**src/rtl/uart_receiver_pkg.sv**
```systemverilog
// Shared definitions for the UART receive path: FSM state encoding and parameter defaults.
// The transmitter is expected to import the same package.
package uart_receiver_pkg;

  typedef enum logic [2:0] {
    ST_IDLE  = 3'd0,
    ST_START = 3'd1,
    ST_DATA  = 3'd2,
    ST_STOP  = 3'd3,
    ST_BREAK = 3'd4
  } rx_state_e;

  localparam int unsigned BAUD_DIV_DEF    = 40;
  localparam int unsigned OVERSAMPLE_DEF  = 16;
  localparam int unsigned FIFO_DEPTH_DEF  = 4;
  localparam int unsigned SYNC_STAGES_DEF = 2;

  // Occupancy counter width: must be able to hold the value DEPTH itself.
  function automatic int unsigned count_width(input int unsigned depth);
    return $clog2(depth) + 1;
  endfunction

endpackage

```
**src/rtl/uart_receiver_if.sv**
```systemverilog
// IO-side handshake of the UART receiver: pop/clear strobes, FIFO head and status.
interface uart_receiver_if #(
  parameter int unsigned COUNT_W = 3
);
  logic               RD;
  logic               CLR_ERR;
  logic [7:0]         DATA;
  logic               AVAIL;
  logic               FULL;
  logic [COUNT_W-1:0] COUNT;
  logic               FRAME_ERR;
  logic               OVERRUN;

  modport master (
    output RD, CLR_ERR,
    input  DATA, AVAIL, FULL, COUNT, FRAME_ERR, OVERRUN
  );

  modport slave (
    input  RD, CLR_ERR,
    output DATA, AVAIL, FULL, COUNT, FRAME_ERR, OVERRUN
  );
endinterface

```
**src/rtl/uart_receiver_sync_fifo.sv**
```systemverilog
// Small synchronous FIFO; a pop on empty is ignored, a push on full is accepted only
// when a pop frees a slot in the same cycle.
module uart_receiver_sync_fifo #(
  parameter int unsigned WIDTH = 8,
  parameter int unsigned DEPTH = 4,
  parameter int unsigned CW    = $clog2(DEPTH) + 1
) (
  input  logic             clk,
  input  logic             rst_n,
  input  logic             push,
  input  logic             pop,
  input  logic [WIDTH-1:0] din,
  output logic [WIDTH-1:0] head,
  output logic [CW-1:0]    count,
  output logic             full,
  output logic             empty
);
  localparam int unsigned AW = $clog2(DEPTH);

  logic [WIDTH-1:0] mem_r [DEPTH];
  logic [AW-1:0]    wr_ptr_r;
  logic [AW-1:0]    rd_ptr_r;
  logic [CW-1:0]    count_r;
  logic             do_pop_s;
  logic             do_push_s;

  assign empty     = (count_r == {CW{1'b0}});
  assign full      = (count_r == CW'(DEPTH));
  assign do_pop_s  = pop & ~empty;
  assign do_push_s = push & (~full | do_pop_s);
  assign head      = mem_r[rd_ptr_r];
  assign count     = count_r;

  // Storage, pointers (wrap naturally at power-of-two depth) and occupancy.
  always_ff @(posedge clk or negedge rst_n) begin
    if (!rst_n) begin
      for (int i = 0; i < DEPTH; i++) mem_r[i] <= {WIDTH{1'b0}};
      wr_ptr_r <= {AW{1'b0}};
      rd_ptr_r <= {AW{1'b0}};
      count_r  <= {CW{1'b0}};
    end else begin
      if (do_push_s) begin
        mem_r[wr_ptr_r] <= din;
        wr_ptr_r        <= wr_ptr_r + AW'(1);
      end
      if (do_pop_s) rd_ptr_r <= rd_ptr_r + AW'(1);
      case ({do_push_s, do_pop_s})
        2'b10:   count_r <= count_r + CW'(1);
        2'b01:   count_r <= count_r - CW'(1);
        default: count_r <= count_r;
      endcase
    end
  end
endmodule

```
**src/rtl/uart_receiver.sv**
```systemverilog
// 8N1 UART receive front end: RX synchroniser, oversample tick generator, deframing FSM,
// receive FIFO and sticky framing/overrun flags.
module uart_receiver
  import uart_receiver_pkg::*;
#(
  parameter int unsigned BAUD_DIV    = BAUD_DIV_DEF,
  parameter int unsigned OVERSAMPLE  = OVERSAMPLE_DEF,
  parameter int unsigned FIFO_DEPTH  = FIFO_DEPTH_DEF,
  parameter int unsigned SYNC_STAGES = SYNC_STAGES_DEF
) (
  input  logic          CLK,
  input  logic          RESET_n,
  input  logic          RX,
  uart_receiver_if.slave io
);
  localparam int unsigned DIV_W  = (BAUD_DIV > 1) ? $clog2(BAUD_DIV) : 1;
  localparam int unsigned SCNT_W = $clog2(OVERSAMPLE);
  localparam int unsigned CW     = count_width(FIFO_DEPTH);

  logic [SYNC_STAGES-1:0] sync_r;
  logic                   rx_s;
  logic [DIV_W-1:0]       div_r;
  logic                   tick_s;
  rx_state_e              state_r, state_n;
  logic [SCNT_W-1:0]      scnt_r, scnt_n;
  logic [2:0]             bit_r, bit_n;
  logic [7:0]             shift_r, shift_n;
  logic                   push_s;
  logic                   ferr_set_s;
  logic                   ovr_set_s;
  logic                   frame_err_r;
  logic                   overrun_r;
  logic [7:0]             head_s;
  logic [CW-1:0]          count_s;
  logic                   full_s;
  logic                   empty_s;

  assign rx_s   = sync_r[SYNC_STAGES-1];
  assign tick_s = (div_r == DIV_W'(BAUD_DIV - 1));

  // RX metastability chain, idling high.
  always_ff @(posedge CLK or negedge RESET_n) begin
    if (!RESET_n) sync_r <= {SYNC_STAGES{1'b1}};
    else          sync_r <= {sync_r[SYNC_STAGES-2:0], RX};
  end

  // Free-running oversample tick divider.
  always_ff @(posedge CLK or negedge RESET_n) begin
    if (!RESET_n)    div_r <= {DIV_W{1'b0}};
    else if (tick_s) div_r <= {DIV_W{1'b0}};
    else             div_r <= div_r + DIV_W'(1);
  end

  // Deframer state, sample/bit counters and shift register.
  always_ff @(posedge CLK or negedge RESET_n) begin
    if (!RESET_n) begin
      state_r <= ST_IDLE;
      scnt_r  <= {SCNT_W{1'b0}};
      bit_r   <= 3'd0;
      shift_r <= 8'h00;
    end else begin
      state_r <= state_n;
      scnt_r  <= scnt_n;
      bit_r   <= bit_n;
      shift_r <= shift_n;
    end
  end

  // Next-state logic; every decision is taken on an oversample tick only.
  always_comb begin
    state_n    = state_r;
    scnt_n     = scnt_r;
    bit_n      = bit_r;
    shift_n    = shift_r;
    push_s     = 1'b0;
    ferr_set_s = 1'b0;
    case (state_r)
      ST_IDLE: begin
        if (tick_s && !rx_s) begin
          state_n = ST_START;
          scnt_n  = {SCNT_W{1'b0}};
        end else begin
          state_n = ST_IDLE;
        end
      end
      ST_START: begin
        if (!tick_s) begin
          state_n = ST_START;
        end else if (scnt_r != SCNT_W'(OVERSAMPLE / 2 - 1)) begin
          scnt_n = scnt_r + SCNT_W'(1);
        end else if (!rx_s) begin
          state_n = ST_DATA;
          scnt_n  = {SCNT_W{1'b0}};
          bit_n   = 3'd0;
        end else begin
          state_n = ST_IDLE;
        end
      end
      ST_DATA: begin
        if (!tick_s) begin
          state_n = ST_DATA;
        end else if (scnt_r != SCNT_W'(OVERSAMPLE - 1)) begin
          scnt_n = scnt_r + SCNT_W'(1);
        end else begin
          scnt_n  = {SCNT_W{1'b0}};
          shift_n = {rx_s, shift_r[7:1]};
          bit_n   = bit_r + 3'd1;
          if (bit_r == 3'd7) state_n = ST_STOP;
          else               state_n = ST_DATA;
        end
      end
      ST_STOP: begin
        if (!tick_s) begin
          state_n = ST_STOP;
        end else if (scnt_r != SCNT_W'(OVERSAMPLE - 1)) begin
          scnt_n = scnt_r + SCNT_W'(1);
        end else if (rx_s) begin
          push_s  = 1'b1;
          state_n = ST_IDLE;
        end else begin
          ferr_set_s = 1'b1;
          state_n    = ST_BREAK;
        end
      end
      ST_BREAK: begin
        if (tick_s && rx_s) state_n = ST_IDLE;
        else                state_n = ST_BREAK;
      end
      default: state_n = ST_IDLE;
    endcase
  end

  // When full, the FIFO is non-empty, so a raw RD is a real pop that makes room.
  assign ovr_set_s = push_s & full_s & ~io.RD;

  // Sticky error flags; a set in the same cycle as a clear wins.
  always_ff @(posedge CLK or negedge RESET_n) begin
    if (!RESET_n) begin
      frame_err_r <= 1'b0;
      overrun_r   <= 1'b0;
    end else begin
      if (ferr_set_s)      frame_err_r <= 1'b1;
      else if (io.CLR_ERR) frame_err_r <= 1'b0;
      else                 frame_err_r <= frame_err_r;
      if (ovr_set_s)       overrun_r   <= 1'b1;
      else if (io.CLR_ERR) overrun_r   <= 1'b0;
      else                 overrun_r   <= overrun_r;
    end
  end

  uart_receiver_sync_fifo #(
    .WIDTH (8),
    .DEPTH (FIFO_DEPTH),
    .CW    (CW)
  ) u_fifo (
    .clk   (CLK),
    .rst_n (RESET_n),
    .push  (push_s),
    .pop   (io.RD),
    .din   (shift_r),
    .head  (head_s),
    .count (count_s),
    .full  (full_s),
    .empty (empty_s)
  );

  assign io.DATA      = empty_s ? 8'h00 : head_s;
  assign io.AVAIL     = ~empty_s;
  assign io.FULL      = full_s;
  assign io.COUNT     = count_s;
  assign io.FRAME_ERR = frame_err_r;
  assign io.OVERRUN   = overrun_r;
endmodule

```
**src/flat_wrapper.sv**
```systemverilog
// flat-port wrapper written by rule: the top's interface ports become plain ports
module uart_receiver_flat import uart_receiver_pkg::*;
#(
  parameter int unsigned BAUD_DIV    = BAUD_DIV_DEF,
  parameter int unsigned OVERSAMPLE  = OVERSAMPLE_DEF,
  parameter int unsigned FIFO_DEPTH  = FIFO_DEPTH_DEF,
  parameter int unsigned SYNC_STAGES = SYNC_STAGES_DEF
)
  (CLK, RESET_n, RX, io_RD, io_CLR_ERR, io_DATA, io_AVAIL, io_FULL, io_COUNT, io_FRAME_ERR, io_OVERRUN);
  uart_receiver_if #(.COUNT_W(3)) io_i ();
  input  logic CLK;
  input  logic RESET_n;
  input  logic RX;
  input wire logic [$bits(io_i.RD)-1:0] io_RD;
  input wire logic [$bits(io_i.CLR_ERR)-1:0] io_CLR_ERR;
  output wire logic [$bits(io_i.DATA)-1:0] io_DATA;
  output wire logic [$bits(io_i.AVAIL)-1:0] io_AVAIL;
  output wire logic [$bits(io_i.FULL)-1:0] io_FULL;
  output wire logic [$bits(io_i.COUNT)-1:0] io_COUNT;
  output wire logic [$bits(io_i.FRAME_ERR)-1:0] io_FRAME_ERR;
  output wire logic [$bits(io_i.OVERRUN)-1:0] io_OVERRUN;
  assign io_i.RD = io_RD;
  assign io_i.CLR_ERR = io_CLR_ERR;
  assign io_DATA = io_i.DATA;
  assign io_AVAIL = io_i.AVAIL;
  assign io_FULL = io_i.FULL;
  assign io_COUNT = io_i.COUNT;
  assign io_FRAME_ERR = io_i.FRAME_ERR;
  assign io_OVERRUN = io_i.OVERRUN;
  uart_receiver #(.BAUD_DIV(BAUD_DIV), .OVERSAMPLE(OVERSAMPLE), .FIFO_DEPTH(FIFO_DEPTH), .SYNC_STAGES(SYNC_STAGES)) u_core (.CLK(CLK), .RESET_n(RESET_n), .RX(RX), .io(io_i));
endmodule
```
**config.mk**
```make
export PLATFORM = sky130hd
export DESIGN_NAME = uart_receiver_flat
export DESIGN_NICKNAME = d
export VERILOG_FILES = /design/src/rtl/uart_receiver_pkg.sv /design/src/rtl/uart_receiver_if.sv /design/src/rtl/uart_receiver_sync_fifo.sv /design/src/rtl/uart_receiver.sv /design/src/flat_wrapper.sv
export SDC_FILE = /design/constraint.sdc
export NUM_CORES = 1
export LEC_CHECK = 0
export ABC_AREA = 1
export CAP_MARGIN = 20
export CELL_PAD_IN_SITES_DETAIL_PLACEMENT = 1
export CELL_PAD_IN_SITES_GLOBAL_PLACEMENT = 2
export CORE_MARGIN = 2
export CORE_UTILIZATION = 36
export DETAILED_ROUTE_END_ITERATION = 10
export GPL_TIMING_DRIVEN = 0
export PLACE_DENSITY = 0.87
export SLEW_MARGIN = 25
export SYNTH_ARGS = -nofsm -noshare
export SYNTH_HDL_FRONTEND = slang
export SYNTH_HIERARCHICAL = 1
export SYNTH_SLANG_ARGS = --single-unit
```
**constraint.sdc**
```tcl
create_clock -name CLK -period 2.6 [get_ports CLK]
set_input_delay 0.52 -clock CLK [delete_from_list [all_inputs] [get_ports CLK]]
set_output_delay 0.52 -clock CLK [all_outputs]
set_load 0.05 [all_outputs]
```
# [Word-level counts from Yosys, hierarchy flattened]
# Index checks and enable logic that the tools add are counted.
[totals] register_bits=67 memories=0 romBits=0 ramBits=0 word_cells=121 latch_bits=0
[classes] shifts=0 bitwise=11 magnitude_cmp=3 muxes=47 reduce_logical=15 n_eq_ne=23 add_sub_neg=7 mul=0 div=0
[op_table] operator="$mux W3" n=13
[op_table] operator="$bwmux W32" n=1
[op_table] operator="$mux W4" n=8
[op_table] operator="$mux W8" n=4
[op_table] operator="$bmux W8 S2" n=1
[op_table] operator="$demux W8 S2" n=1
[op_table] operator="$pmux W4 S4" n=1
[op_table] operator="$pmux W3 S5" n=1
[op_table] operator="$mux W1" n=13
[op_table] operator="$ne A3 B3 Y1 const B" n=4
[op_table] operator="$pmux W3 S2" n=2
[op_table] operator="$ne A2 B1 Y1 const B" n=5
[op_table] operator="$eq A3 B3 Y1 const B" n=3
[op_table] operator="$reduce_bool A2 Y1" n=4
[op_table] operator="$reduce_and A7 Y1" n=1
[op_table] operator="$add A3 B1 Y3 const B" n=2
[op_table] operator="$add A6 B1 Y6 const B" n=1
[op_table] operator="$eq A3 B2 Y1 const B" n=2
[op_table] operator="$eq A6 B6 Y1 const B" n=1
[op_table] operator="$ge A3 B3 Y1 const B" n=2
[op_table] operator="$logic_not A3 Y1" n=2
[op_table] operator="$mux W6" n=1
[op_table] operator="$ne A2 B2 Y1 const B" n=3
[op_table] operator="$not A2 Y3" n=2
[op_table] operator="18 further kinds" n=28

# [Depth between registers and ports, before layout]
[depth] ltp_word=7 mapped_depth=17 depth_no_buf=15

# [By module]
# The synthesis kept the hierarchy.
[modules_own_cells] mod="uart_receiver_sync_fifo" cells_each=236 n_inst=1 area_each_um2=2009.4
[modules_own_cells] mod="uart_receiver" cells_each=193 n_inst=1 area_each_um2=1552.7

# [Least setup slack after synthesis]
# OpenSTA, ideal clock, no wires.
[synth_timing] path_type="register -> output" startpoint="register u_core.u_fifo.count_r[2], in the netlist u_core/u_fifo/count[2]" endpoint="output io_FULL" n_path_buf=0 required_time_ns=2.080 path_slack_ns=0.176 path_stages_with_launch=3 arrival_time_ns=1.904 cell_sequence="dfrtp_1 > inv_1 > nor3_1"
[synth_via] elab_chain_cells=1
[synth_rtl] item="start: declaration" line="uart_receiver_sync_fifo.sv:23" source="logic [CW-1:0] count_r;"
[synth_rtl] item="start signal: assignment" line="uart_receiver_sync_fifo.sv:40" source="count_r <= {CW{1'b0}};"
[synth_rtl] item="start signal: assignment" line="uart_receiver_sync_fifo.sv:48" source="2'b10: count_r <= count_r + CW'(1);"
[synth_rtl] item="start signal: assignment" line="uart_receiver_sync_fifo.sv:49" source="2'b01: count_r <= count_r - CW'(1);"
[synth_rtl] item="$eq A3 B3 Y1" line="uart_receiver_sync_fifo.sv:28" source="assign full = (count_r == CW'(DEPTH));"
[synth_rtl] item="end: declaration" line="flat_wrapper.sv:18" source="output wire logic [$bits(io_i.FULL)-1:0] io_FULL;"
# Every way passes these cells.

# [Worst setup path after layout]
[layout_timing] startpoint="register u_core.div_r[0]" endpoint="register u_core.u_fifo.count_r[1], in the netlist u_core/u_fifo/count[1]"
[layout_via] elab_chain_cells=6 elab_cells_between_ends=8 classes_between="eq/ne: 3; mux: 3; bitwise: 1; reduce/logical: 1"
[layout_rtl] item="start: declaration" line="uart_receiver.sv:22" source="logic [DIV_W-1:0] div_r;"
[layout_rtl] item="start signal: assignment" line="uart_receiver.sv:49" source="if (!RESET_n) div_r <= {DIV_W{1'b0}};"
[layout_rtl] item="start signal: assignment" line="uart_receiver.sv:50" source="else if (tick_s) div_r <= {DIV_W{1'b0}};"
[layout_rtl] item="start signal: assignment" line="uart_receiver.sv:51" source="else div_r <= div_r + DIV_W'(1);"
[layout_rtl] item="$eq A6 B6 Y1 *" line="uart_receiver.sv:39" source="assign tick_s = (div_r == DIV_W'(BAUD_DIV - 1));"
[layout_rtl] item="$mux W1 *" line="uart_receiver.sv:113" source="if (!tick_s) begin"
[layout_rtl] item="$mux W1 *" line="uart_receiver.sv:77" source="case (state_r)"
[layout_rtl] item="named net u_core.push_s" line="uart_receiver.sv:28" source="logic push_s;"
[layout_rtl] item="$and A1 B1 Y1 *" line="uart_receiver_sync_fifo.sv:30" source="assign do_push_s = push & (~full | do_pop_s);"
[layout_rtl] item="$eq A2 B1 Y1 / $eq A2 B2 Y1 (equally long branches)" line="uart_receiver_sync_fifo.sv:47" source="case ({do_push_s, do_pop_s})"
[layout_rtl] item="$pmux W3 S2 / $reduce_bool A2 Y1 (equally long branches)"
[layout_rtl] item="end signal: assignment" line="uart_receiver_sync_fifo.sv:48"
[layout_rtl] item="end signal: assignment" line="uart_receiver_sync_fifo.sv:49"
[layout_rtl] item="end signal: assignment" line="uart_receiver_sync_fifo.sv:50" source="default: count_r <= count_r;"
# Mark *: on every way through the listed nets, which the timed path passes. The rest lies on a longest branch.
# A chain may end at the register's enable or synchronous reset.

==> impl_summary.md <==
Flow run
The number of max-cap violations is 0.

Cells and area
The number of antenna diodes in the final layout is 0. The finished cells cover 4200 um2. The final-stage net count is 482. In the final layout, the share of cells above drive strength 1 is 0.174. Compared with the post-synthesis result, the final layout area differs by 18.0%.

Detailed routing
The number of iterations in the first detailed-routing pass is 4. After detailed routing, the average wire length per cell comes to 15.2 um. Once detail routing completed, the nets flagged for antenna violations numbered 0.

The DRC marker count from the first detailed-route iteration is 99. The number of vias after detailed routing is 2,976. Summed over all layers, the routed wires come to 9.21 mm. For this run, design rule violations remaining after detail routing come to 0. Dividing the detail-routed via count by the number of cells gives 4.92.

Die
The initial core utilization is 0.368. The floorplan has 36 rows. The floorplan step defined a die boundary enclosing 10,700 um2. 20 I/O pins were placed.

The die span in x is 103 um. The die is 103 um tall. In this run the standard cell core region covers 9680 um2.

Synth
The total of flip-flops plus latches after synthesis is 67. The async set-or-reset flop fraction in the synthesized netlist is 1.00. The cell area that synthesis handed to floorplanning was 3560 um2. The dominant synthesized flop cell is dfrtp_1.

The synthesis warning total is 6. Each instance of the synthesized netlist takes up on average 8.30 um2. The post-synthesis net count is 444. The number of different library cells in the post-synthesis netlist is 36.

Synthesis produced 429 cells. The number of flops mapped to enable cells by yosys is 0. The share of the Yosys chip area taken by registers is 0.471.

STA
For the pin with the worst max-slew slack, the measured transition is 0.505 ns. The part of the cycle the worst path needs is 0.947. The highest achievable clock rate is 0.406 GHz. For the finished layout, the period the worst path requires is 2.46 ns. The number of setup violations in the final report is 0. The worst hold-check slack is 0.0473 ns. In the post-route analysis, the smallest setup slack over all paths is 0.139 ns. The worst clock skew is 0.0119 ns. For the final routed database, the setup TNS stands at 0 ns. The count of final max-slew check failures is 0.

The relative max-transition margin is 0.662. The count of final hold-check violations is 0.

Power and ir drop
The power per cell area is 815 nW/um2. Of the total power, registers draw 0.330. Summed over all cells, the static leakage comes to 0.00214 uW. The share of power burned in the clock network is 0.263. Of the total power, combinational logic draws 0.407. VDD sags by at most 0.273 mV. Summed over all nets, the switching power comes to 1440 uW.

Of the total power, the share spent switching nets is 0.420. The internal portion of the total power is 1990 uW.

Setup path
The buffer and inverter count on the worst path is 4. The category of the worst setup path capture point is a flip-flop. The kind of critical path is reg -> reg. The required time at the worst-slack endpoint is 2.86 ns.

Traced cell by cell, the critical path runs through ha_2 -> nand2_2 -> nor2_4 -> nand2_4 -> clkinv_4 -> buf_12 -> nand2_2 -> nor2_4 -> buf_6 -> nand2_1 -> ha_2 -> inv_2 -> fa_2 -> o21ai_0. The cell with the largest stage delay on the worst path is fa_2. In this design, the stage delay of the slowest critical-path cell is 0.42 ns.

The biggest fanout along the worst timing path is 10. The critical path startpoint category is a flip-flop. Broken down by cell family, the worst path's largest delay share belongs to adder cells. STA puts the critical path data arrival time at 2.72 ns.

Place
Input and output buffers added on the ports amount to 19. Before CTS, the worst setup slack after placement is -0.0861 ns. The post-placement cell area is 3940 um2. The congestion estimate from routability-driven global placement came to 0.875. Detailed placement ended at an HPWL of 6.56 mm.

Clocking
In this run, CTS created clock tree buffers numbering 9. The TritonCTS clock tree is yes. The clock tree root buffer cell is clkbuf_8.

The H-tree was split into 3 levels. In this run the deepest clock path goes through 2 buffers. After clock tree synthesis, the clock-pin slew on the worst setup and hold paths is 0.08 ns. The clock drives 67 sinks. The clock reaches the later pin of the worst-skew pair after 0.35 ns.

Outcome
The run finished with clean final reports.

GRT
The number of antenna violations at the first check in global routing is 0. The first-pass GRT wire length is 15.4 mm. The total global routing overflow is 0. The maximum number of pins on one net before global-route repair is 51. The number of global-route vias before repair is 3,027. In the global route stage, overall resource usage came out at 0.190.

Worst hold path
The path class of the lowest-slack min-delay path is in -> async.
-- metrics by stage --
step | power, uW | utilization | instances
CTS | 3450 | 0.430 | 599
floorplan | 2120 | - | 429
global route | 3650 | 0.434 | 605
finish | 3430 | 0.434 | 605
global placement | 2540 | 0.405 | 581
detailed placement | 2570 | 0.407 | 582
-- final timing paths --
path / startpoint / end / slack (ns) / cells after the start
worst max-delay path: u_core/div_r[0] / u_core/u_fifo/count[1] / 0.14 / 14
worst min-delay path: RESET_n / u_core/u_fifo/count[2] / 0.05 / 1
worst min register to register: u_core/sync_r[0] / u_core/sync_r[1] / 0.36 / 0
worst max register to register: u_core/div_r[0] / u_core/u_fifo/count[1] / 0.14 / 14
max in group asynchronous: RESET_n / u_core/div_r[2] / 2.01 / 2
min in group CLK: u_core/sync_r[0] / u_core/sync_r[1] / 0.36 / 0
-- worst reg2reg max path, stage by stage (launching register included) --
cell	delay, ns
dfrtp_1	0.37
ha_2	0.20
nand2_2	0.07
nor2_4	0.12
nand2_4	0.10
clkinv_4	0.08
buf_12	0.13
nand2_2	0.07
nor2_4	0.15
buf_6	0.11
nand2_1	0.08
ha_2	0.20
inv_2	0.07
fa_2	0.42
o21ai_0	0.20
-- cell families after synthesis --
family / count (synthesis) / share of synthesized area
buffers and inverters: 63 / 0.0892
xor gates and xnor gates: 8 / 0.0197
DFF: 67 / 0.471
AOI/OAI and AO/OA: 46 / 0.0738
adders and majority gates: 10 / 0.0372
and+or+nand+nor: 235 / 0.309
-- timing repair --
action,in CTS,in global routing
pin swaps,0,1
resized for setup,29,14
endpoints found under the setup margin,11,10
buffers inserted,2,6
hold buffers,0,0
-- cell usage after synthesis, types with 5 or more instances --
cell type | number | area share
nand3_2 | 5 | 0.014
inv_1 | 41 | 0.043
xor2_1 | 5 | 0.012
nor2_1 | 42 | 0.044
a21oi_1 | 5 | 0.0070
nand4_1 | 33 | 0.058
o21ai_0 | 20 | 0.028
nand2_1 | 119 | 0.13
ha_1 | 9 | 0.032
o22ai_1 | 9 | 0.016
buf_6 | 6 | 0.019
nand3_1 | 17 | 0.024
buf_2 | 10 | 0.014
o21ai_1 | 6 | 0.0084
dfrtp_1 | 65 | 0.46
-- flip-flops by register name, summed over array words and instances, names as in the netlist --
name and flops:
u_core/io.OVERRUN 1, u_core/sync_r 2, u_core/io.FRAME_ERR 1, u_core/u_fifo/count 3, u_core/u_fifo/mem_r 32, u_core/bit_r 3
u_core/state_r 3, u_core/div_r 6, u_core/shift_r 8, u_core/scnt_r 4, u_core/u_fifo/wr_ptr_r 2, u_core/u_fifo/rd_ptr_r 2
-- per-layer routing --
metal | track usage | up-vias | wire length [um]
li1 | - | 1473 | -
met1 | 0.251 | 1462 | 4310
met2 | 0.320 | 32 | 4600
met3 | 0.0343 | 9 | 207
met4 | 0.0577 | 0 | 92
met5 | 0 | - | 0
-- power groups by stage --
| stage | registers, uW | logic, uW | clock network, uW |
|---|---|---|---|
| after global placement | 1140 | 1390 | 0 |
| final | 1130 | 1390 | 902 |
| after global routing | 1130 | 1540 | 976 |
| after CTS | 1130 | 1390 | 935 |
| after floorplan | 1220 | 901 | 0 |
| after detailed placement | 1150 | 1420 | 0 |
-- area by class of cell --
cell class,instances,area (um2)
timing repair buffer,28,256
sequential,67,1680
inverter,44,176
clock inverter,6,65.1
multi-input combinational,299,1570
fill,1210,5480
clock buffer,10,138
tap,133,166
buffer,18,150
-- cell usage in the layout, fill, tap and decap left out, types with 2 or more instances in the layout --
master           count
ha_2                 2
ha_1                 7
o22ai_1              9
o21ai_1              6
inv_1               39
nand2_1            119
buf_4                9
a21oi_1              5
nor2_2               4
dfstp_2              2
buf_2               12
nand3_1             17
o211ai_1             2
xnor2_1              3
nand4_1             33
nand2_2              4
nand3_2              5
o21ai_0             20
clkinvlp_4           5
clkdlybuf4s15_2      2
nor2_1              42
inv_2                2
nor2_4               2
clkdlybuf4s18_2      2
clkdlybuf4s50_1      9
dfrtp_1             65
clkbuf_8            10
buf_6                7
xor2_1               5
nand3b_1             4
nand2_4              2
Power figures use the tool's default switching activity.
==> variant 1: new RTL, same settings <==
Change the package constant `SYNC_STAGES_DEF` from 2 to 4.
--- a/src/rtl/uart_receiver_pkg.sv
+++ b/src/rtl/uart_receiver_pkg.sv
@@ -14,5 +14,5 @@
   localparam int unsigned OVERSAMPLE_DEF  = 16;
   localparam int unsigned FIFO_DEPTH_DEF  = 4;
-  localparam int unsigned SYNC_STAGES_DEF = 2;
+  localparam int unsigned SYNC_STAGES_DEF = 4;
 
   // Occupancy counter width: must be able to hold the value DEPTH itself.
Check against the original RTL: no difference found for any inputs over 10 cycles, from zero or initial values and one cycle with RESET_n low; that may be too few to reach the edited logic, so the function may still have changed.
==> variant 1 against the unedited design <==
Count of clock-buffer cells in the layout up 1. Total power up 1.4%. Sequential cell count up 2. Maximum frequency down 0.26%. Area after synthesis up 2.0%. Clock skew up 0.00066 ns. First-iteration DRC count down 16%. Non-clock buffer count up 1. Setup slack worse by 0.0064 ns. Wire length up 3.9%. Synthesized cell count up 4.2%. Cell area up 2.0%. Critical path type is now reg2out.
==> variant 1: results (changes against the unedited design) <==
- DP HPWL: 7.10 mm (+8.2%)
- Pre-CTS setup slack: -0.403 ns (-0.317 ns)
- Pin count of the biggest net entering global routing: 44 (-14%)
- Initial DRC Count: 83 (-16%)
- Worst Skew: 0.0126 ns (+0.000656 ns)
- Total Wirelength: 9.56 mm (+3.9%)
- Synth top area cells: dfrtp_1 (45%), nand2_1 (13%), nand4_1 (6.5%)
- Dominant synthesized flop cell: dfrtp_1
- Number of global-route vias before repair: 3443 (+14%)
- Worst VDD drop: 307 uV (+12%)
- Drt pass-1 iters: 4 (unchanged)
- Slew HR: 58.0% (-8.2 points)
- First-pass GRT wire length: 16.8 mm (+8.9%)
- Yosys warns: 6 (unchanged)
- Initial antenna violation count: 0 (unchanged)
- R2r startpoint: u_core/div_r[0]$_DFF_PN0_
- Seq/Total Area, Yosys: 47.7% (+0.54 points)
- Worst hold path class: in2async
- Top flop regs: u_core/u_fifo/mem_r x32, u_core/shift_r x8, u_core/div_r x6
- Clock edge transition at the registers on the reported setup and hold paths: 0.08 ns (about the same)
- Final nets: 499 (+3.5%)
- Gp weighted congestion: 0.802 (-8.4%)
- Max Root-Sink Buffers: 2 (unchanged)
- CTS Buf Count: 9 (unchanged)
- Critical Path AT: 1.95 ns (-0.77 ns)
- Later-pin clock latency in the skew report: roughly 0.34 ns
- Total GRT Usage: 18.9% (-0.15 points)
- Post-synth ARST share: 100% (unchanged)
- Status: finished clean
- Share of cells above drive strength 1: 16.2% (-1.2 points)
- Count of different cell masters after synthesis: 29 (-19%)
- Number of flops mapped to enable cells by yosys: 0 (unchanged)
- H-tree depth: 3 (unchanged)
- Via count: 3156 (+6.0%)
- Syn nets: 462 (+4.1%)
- Top cells by count, synth: nand2_1 (121), dfrtp_1 (65), nor2_1 (45), inv_1 (44), nand4_1 (38)
- Crit path launch: u_core/u_fifo/rd_ptr_r[0]$_DFFE_PN0P_
- Leakage: 2.19 nW (+2.2%)
## variant 1: cell types whose count changed after synthesis, sizes merged, moves of 3 or more
cell / unedited run / this run
nand4: 33 / 38
o21ai: 27 / 35
inv: 43 / 46
nand3: 23 / 26
## variant 1: path summary, 6_finish.rpt
| kind | end | slack (ns) | cells after the start |
|---|---|---|---|
| min in group CLK | u_core/sync_r[1]$_DFF_PN1_ | 0.36 | 0 |
| setup / recovery | io_DATA[4] | 0.13 | 8 |
| hold / removal | u_core/u_fifo/rd_ptr_r[1]$_DFFE_PN0P_ | 0.1 | 1 |
| hold reg to reg | u_core/sync_r[1]$_DFF_PN1_ | 0.36 | 0 |
| max in group asynchronous | u_core/sync_r[3]$_DFF_PN1_ | 1.88 | 2 |
| setup reg to reg | u_core/u_fifo/count[2]$_DFFE_PN0P_ | 0.17 | 15 |
## variant 1: cell families after synthesis
group | share of synthesized area (%)
AOI/OAI and AO/OA | 7.96
adders and majority gates | 3.65
buffers and inverters | 8.65
xor gates and xnor gates | 1.45
and+or+nand+nor | 30.6
DFF | 47.7
## variant 1: critical path, cell delays in order (launching register included)
cell and delay, ns:
dfrtp_1 0.36, clkbuf_4 0.19, clkinvlp_4 0.15, buf_6 0.17, nor2_1 0.05, o22ai_1 0.16
inv_1 0.06, nor2_1 0.08, clkdlybuf4s18_2 0.37
## variant 1: cell type report
| type | count | area (um2) |
|---|---|---|
| Fill cell | 1205 | 5490 |
| Sequential cell | 69 | 1730 |
| Multi-Input combinational cell | 311 | 1610 |
| Timing Repair Buffer | 27 | 243 |
| Inverter | 46 | 179 |
| Tap cell | 133 | 166 |
| Clock buffer | 11 | 151 |
| Buffer | 20 | 149 |
| Clock inverter | 5 | 58.8 |
## variant 1: power breakdown
part	leakage, nW	switching, W	internal [W]
clock network	0.102	0.000423	0.000495
registers	0.927	0.0000423	0.00112
logic	1.16	0.000974	0.000415
total	2.19	0.00144	0.00203
## variant 1: layer usage
layer  GRT usage [%]  wire length [um]
met5               0                 0
met4            3.96                77
met3            3.88               272
met2            34.1              5040
met1            23.1              4180
## variant 1: through the flow
step	hold WS, ns	cell area (um2)	util, %	std cells
3_5_place_dp	0.347	4010	41.1	600
2_1_floorplan	0.224	3630	-	447
4_1_cts	0.101	4250	43.5	617
3_3_place_gp	0.346	3990	40.8	599
6_report	0.0989	4290	43.9	622
5_1_grt	0.112	4290	43.9	622
## variant 1: timing repair
item                                   in CTS  in global routing
setup endpoints to repair                  12                 10
resized for setup                          37                 13
endpoints found under the hold margin       0                  0
setup buffers                               2                  5
pin swaps                                   2                  1
gates cloned                                0                  0
==> variant 2: new RTL, config.mk and constraints unchanged <==
Made on the original files. Encoding of `rx_state_e`: now Gray code (3 bits for 5 states).
--- a/src/rtl/uart_receiver_pkg.sv
+++ b/src/rtl/uart_receiver_pkg.sv
@@ -4,9 +4,9 @@
 
   typedef enum logic [2:0] {
-    ST_IDLE  = 3'd0,
-    ST_START = 3'd1,
-    ST_DATA  = 3'd2,
-    ST_STOP  = 3'd3,
-    ST_BREAK = 3'd4
+    ST_IDLE  = 3'b000,
+    ST_START = 3'b001,
+    ST_DATA  = 3'b011,
+    ST_STOP  = 3'b010,
+    ST_BREAK = 3'b110
   } rx_state_e;
 
Function: no difference found for any inputs over 10 cycles, from zero or initial values and one cycle with RESET_n low; not proved beyond that.
==> variant 2 against the unedited design <==
Total power rose by 1.5%. Cell area fell by 0.86%. Utilization fell by 0.17 points. Wire length is 5.9% lower. Sequential cell count stayed put. Area after synthesis decreased by 1.4%. Setup slack worse by 0.033 ns. Global-route usage is 1.1 points lower. Via count is 2.4% lower.
==> variant 2: results (changes against the unedited design) <==
- Post-synth ARST share: 100% (unchanged)
- Final nets: 477 (-1.0%)
- PortBufs: 19 (unchanged)
- Root Buffer: clkbuf_8
- Total GRT Usage: 17.9% (-1.1 points)
- Seq/Total Area, Yosys: 47.8% (+0.69 points)
- Vias per inst: 4.84 (-1.5%)
- Total Wirelength: 8.67 mm (-5.9%)
- CTS Buf Count: 9 (unchanged)
- Metal2 WL: 4.31 mm (-6.4%)
- Clk. pwr: 0.000990 W (+9.8%)
- Status: finished clean
- Critical Path AT: 1.97 ns (-0.75 ns)
- Syn nets: 445 (+0.23%)
- Top flop regs: u_core/u_fifo/mem_r x32, u_core/shift_r x8, u_core/div_r x6
- Share of cells above drive strength 1: 15.0% (-2.4 points)
- Pre-CTS setup slack: -0.229 ns (-0.143 ns)
- WL met3: 155 um (-25%)
- DP HPWL: 6.52 mm (-0.68%)
- Gp weighted congestion: 0.824 (-5.8%)
- Worst Path Max Fanout: 5 (-5)
- Total power per unit cell area: 834 nW/um2 (+2.4%)
- Max Root-Sink Buffers: 2 (unchanged)
- Yosys warns: 6 (unchanged)
- # diodes: 0 (unchanged)
- P_comb: 0.00133 W (-4%)
- Number of global-route vias before repair: 2998 (-0.96%)
- Clock edge transition at the registers on the reported setup and hold paths: 0.08 ns (about the same)
- Top cells by count, synth: nand2_1 (138), dfrtp_1 (65), nor2_1 (38), inv_1 (35), nand4_1 (34)
- Count of different cell masters after synthesis: 32 (-11%)
- Worst Skew: 0.0116 ns (-0.000251 ns)
- Top sig layer: met4
- Worst hold path class: in2async
- Met1 WL: 4.06 mm (-5.8%)
- Critical-path top delay cell: clkdlybuf4s50_1
- Slew HR: 64.8% (-1.4 points)
- Leakage: 2.18 nW (+1.9%)
- Pin count of the biggest net entering global routing: 44 (-14%)
- First-pass GRT wire length: 14.7 mm (-4.5%)
- Critical path's largest stage delay: 0.87 ns (+0.45 ns)
- Sw frac: 40.2% (-1.8 points)
- Synth top area cells: dfrtp_1 (46%), nand2_1 (15%), nand4_1 (6.1%)
- Number of fill cells in the layout: 1174 (-3.0%)
- Initial antenna violation count: 0 (unchanged)
- Initial DRC Count: 62 (-37%)
- Drt pass-1 iters: 4 (unchanged)
- Worst VDD drop: 347 uV (+27%)
==> variant 2: changes by cell type after synthesis, moves of 2 or more <==
| cell | before | now |
|---|---|---|
| o21ai_0 | 20 | 28 |
| inv_1 | 41 | 35 |
| o21ai_1 | 6 | 0 |
| nand2_1 | 119 | 138 |
| nor3_1 | 1 | 3 |
| nor2_1 | 42 | 38 |
| nand3b_1 | 4 | 1 |
| nor2_2 | 4 | 2 |
| a21oi_1 | 5 | 7 |
| nand3_1 | 17 | 13 |
==> variant 2: path summary, 6_finish.rpt <==
kind | startpoint | endpoint | slack (ns) | cells after the start
setup / recovery | u_core/u_fifo/count[0]$_DFFE_PN0P_ | io_FULL | 0.11 | 2
hold / removal | RESET_n | u_core/u_fifo/mem_r[1]$_DFFE_PN0P_ | 0.08 | 1
setup reg to reg | u_core/div_r[0]$_DFF_PN0_ | u_core/u_fifo/count[2]$_DFFE_PN0P_ | 0.18 | 14
hold reg to reg | u_core/sync_r[0]$_DFF_PN1_ | u_core/sync_r[1]$_DFF_PN1_ | 0.37 | 0
max in group asynchronous | RESET_n | u_core/shift_r[7]$_DFFE_PN0P_ | 1.96 | 2
min in group CLK | u_core/sync_r[0]$_DFF_PN1_ | u_core/sync_r[1]$_DFF_PN1_ | 0.37 | 0
==> variant 2: critical path, delay by kind of cell, from the launching register on <==
family,cells,cell delay [ns]
flops,1,0.45
buf+inv,1,0.87
simple gates,1,0.30
==> variant 2: layer usage <==
| layer | global-route usage, % | up-vias |
|---|---|---|
| met5 | 0 | - |
| met4 | 5.87 | 0 |
| met3 | 2.64 | 12 |
| met2 | 31.3 | 22 |
| met1 | 22.9 | 1410 |
| li1 | - | 1462 |
==> variant 2: stage by stage <==
stage | area, um2 | TNS [ns] | cells | util, %
global route | 4170 | -0.0129 | 600 | 43.2
global placement | 3870 | -89.02 | 582 | 40.1
detailed placement | 3880 | -0.461 | 583 | 40.3
CTS | 4130 | 0 | 598 | 42.9
finish | 4170 | 0 | 600 | 43.2
floorplan | 3510 | 0 | 430 | -
==> variant 2: cells by family (layout without fill, tap and decap cells) <==
group,count (synthesis),count (layout),synth area share (%)
AO/OA/AOI/OAI,47,47,7.27
XOR/XNOR,7,7,1.75
adder cells (fa/ha/maj),10,10,3.78
buffers and inverters,55,92,7.34
flip-flops,67,67,47.8
AND/OR/NAND/NOR,244,244,32.0
==> variant 2: layout make-up <==
type	instances	area, um2	share of cell area (%)
flip-flops and latches	67	1680	40.3
multi-input cells	308	1610	38.5
repair buffers	23	230	5.52
well taps	133	166	3.99
inverters	38	149	3.57
clock buffers	10	138	3.30
plain buffers	15	111	2.67
clock inverters	6	88.8	2.13
==> variant 2: repair_timing <==
item	in CTS	in global routing
gates resized for setup	28	12
endpoints found under the setup margin	11	10
buffers inserted	0	3
pin swaps	0	2
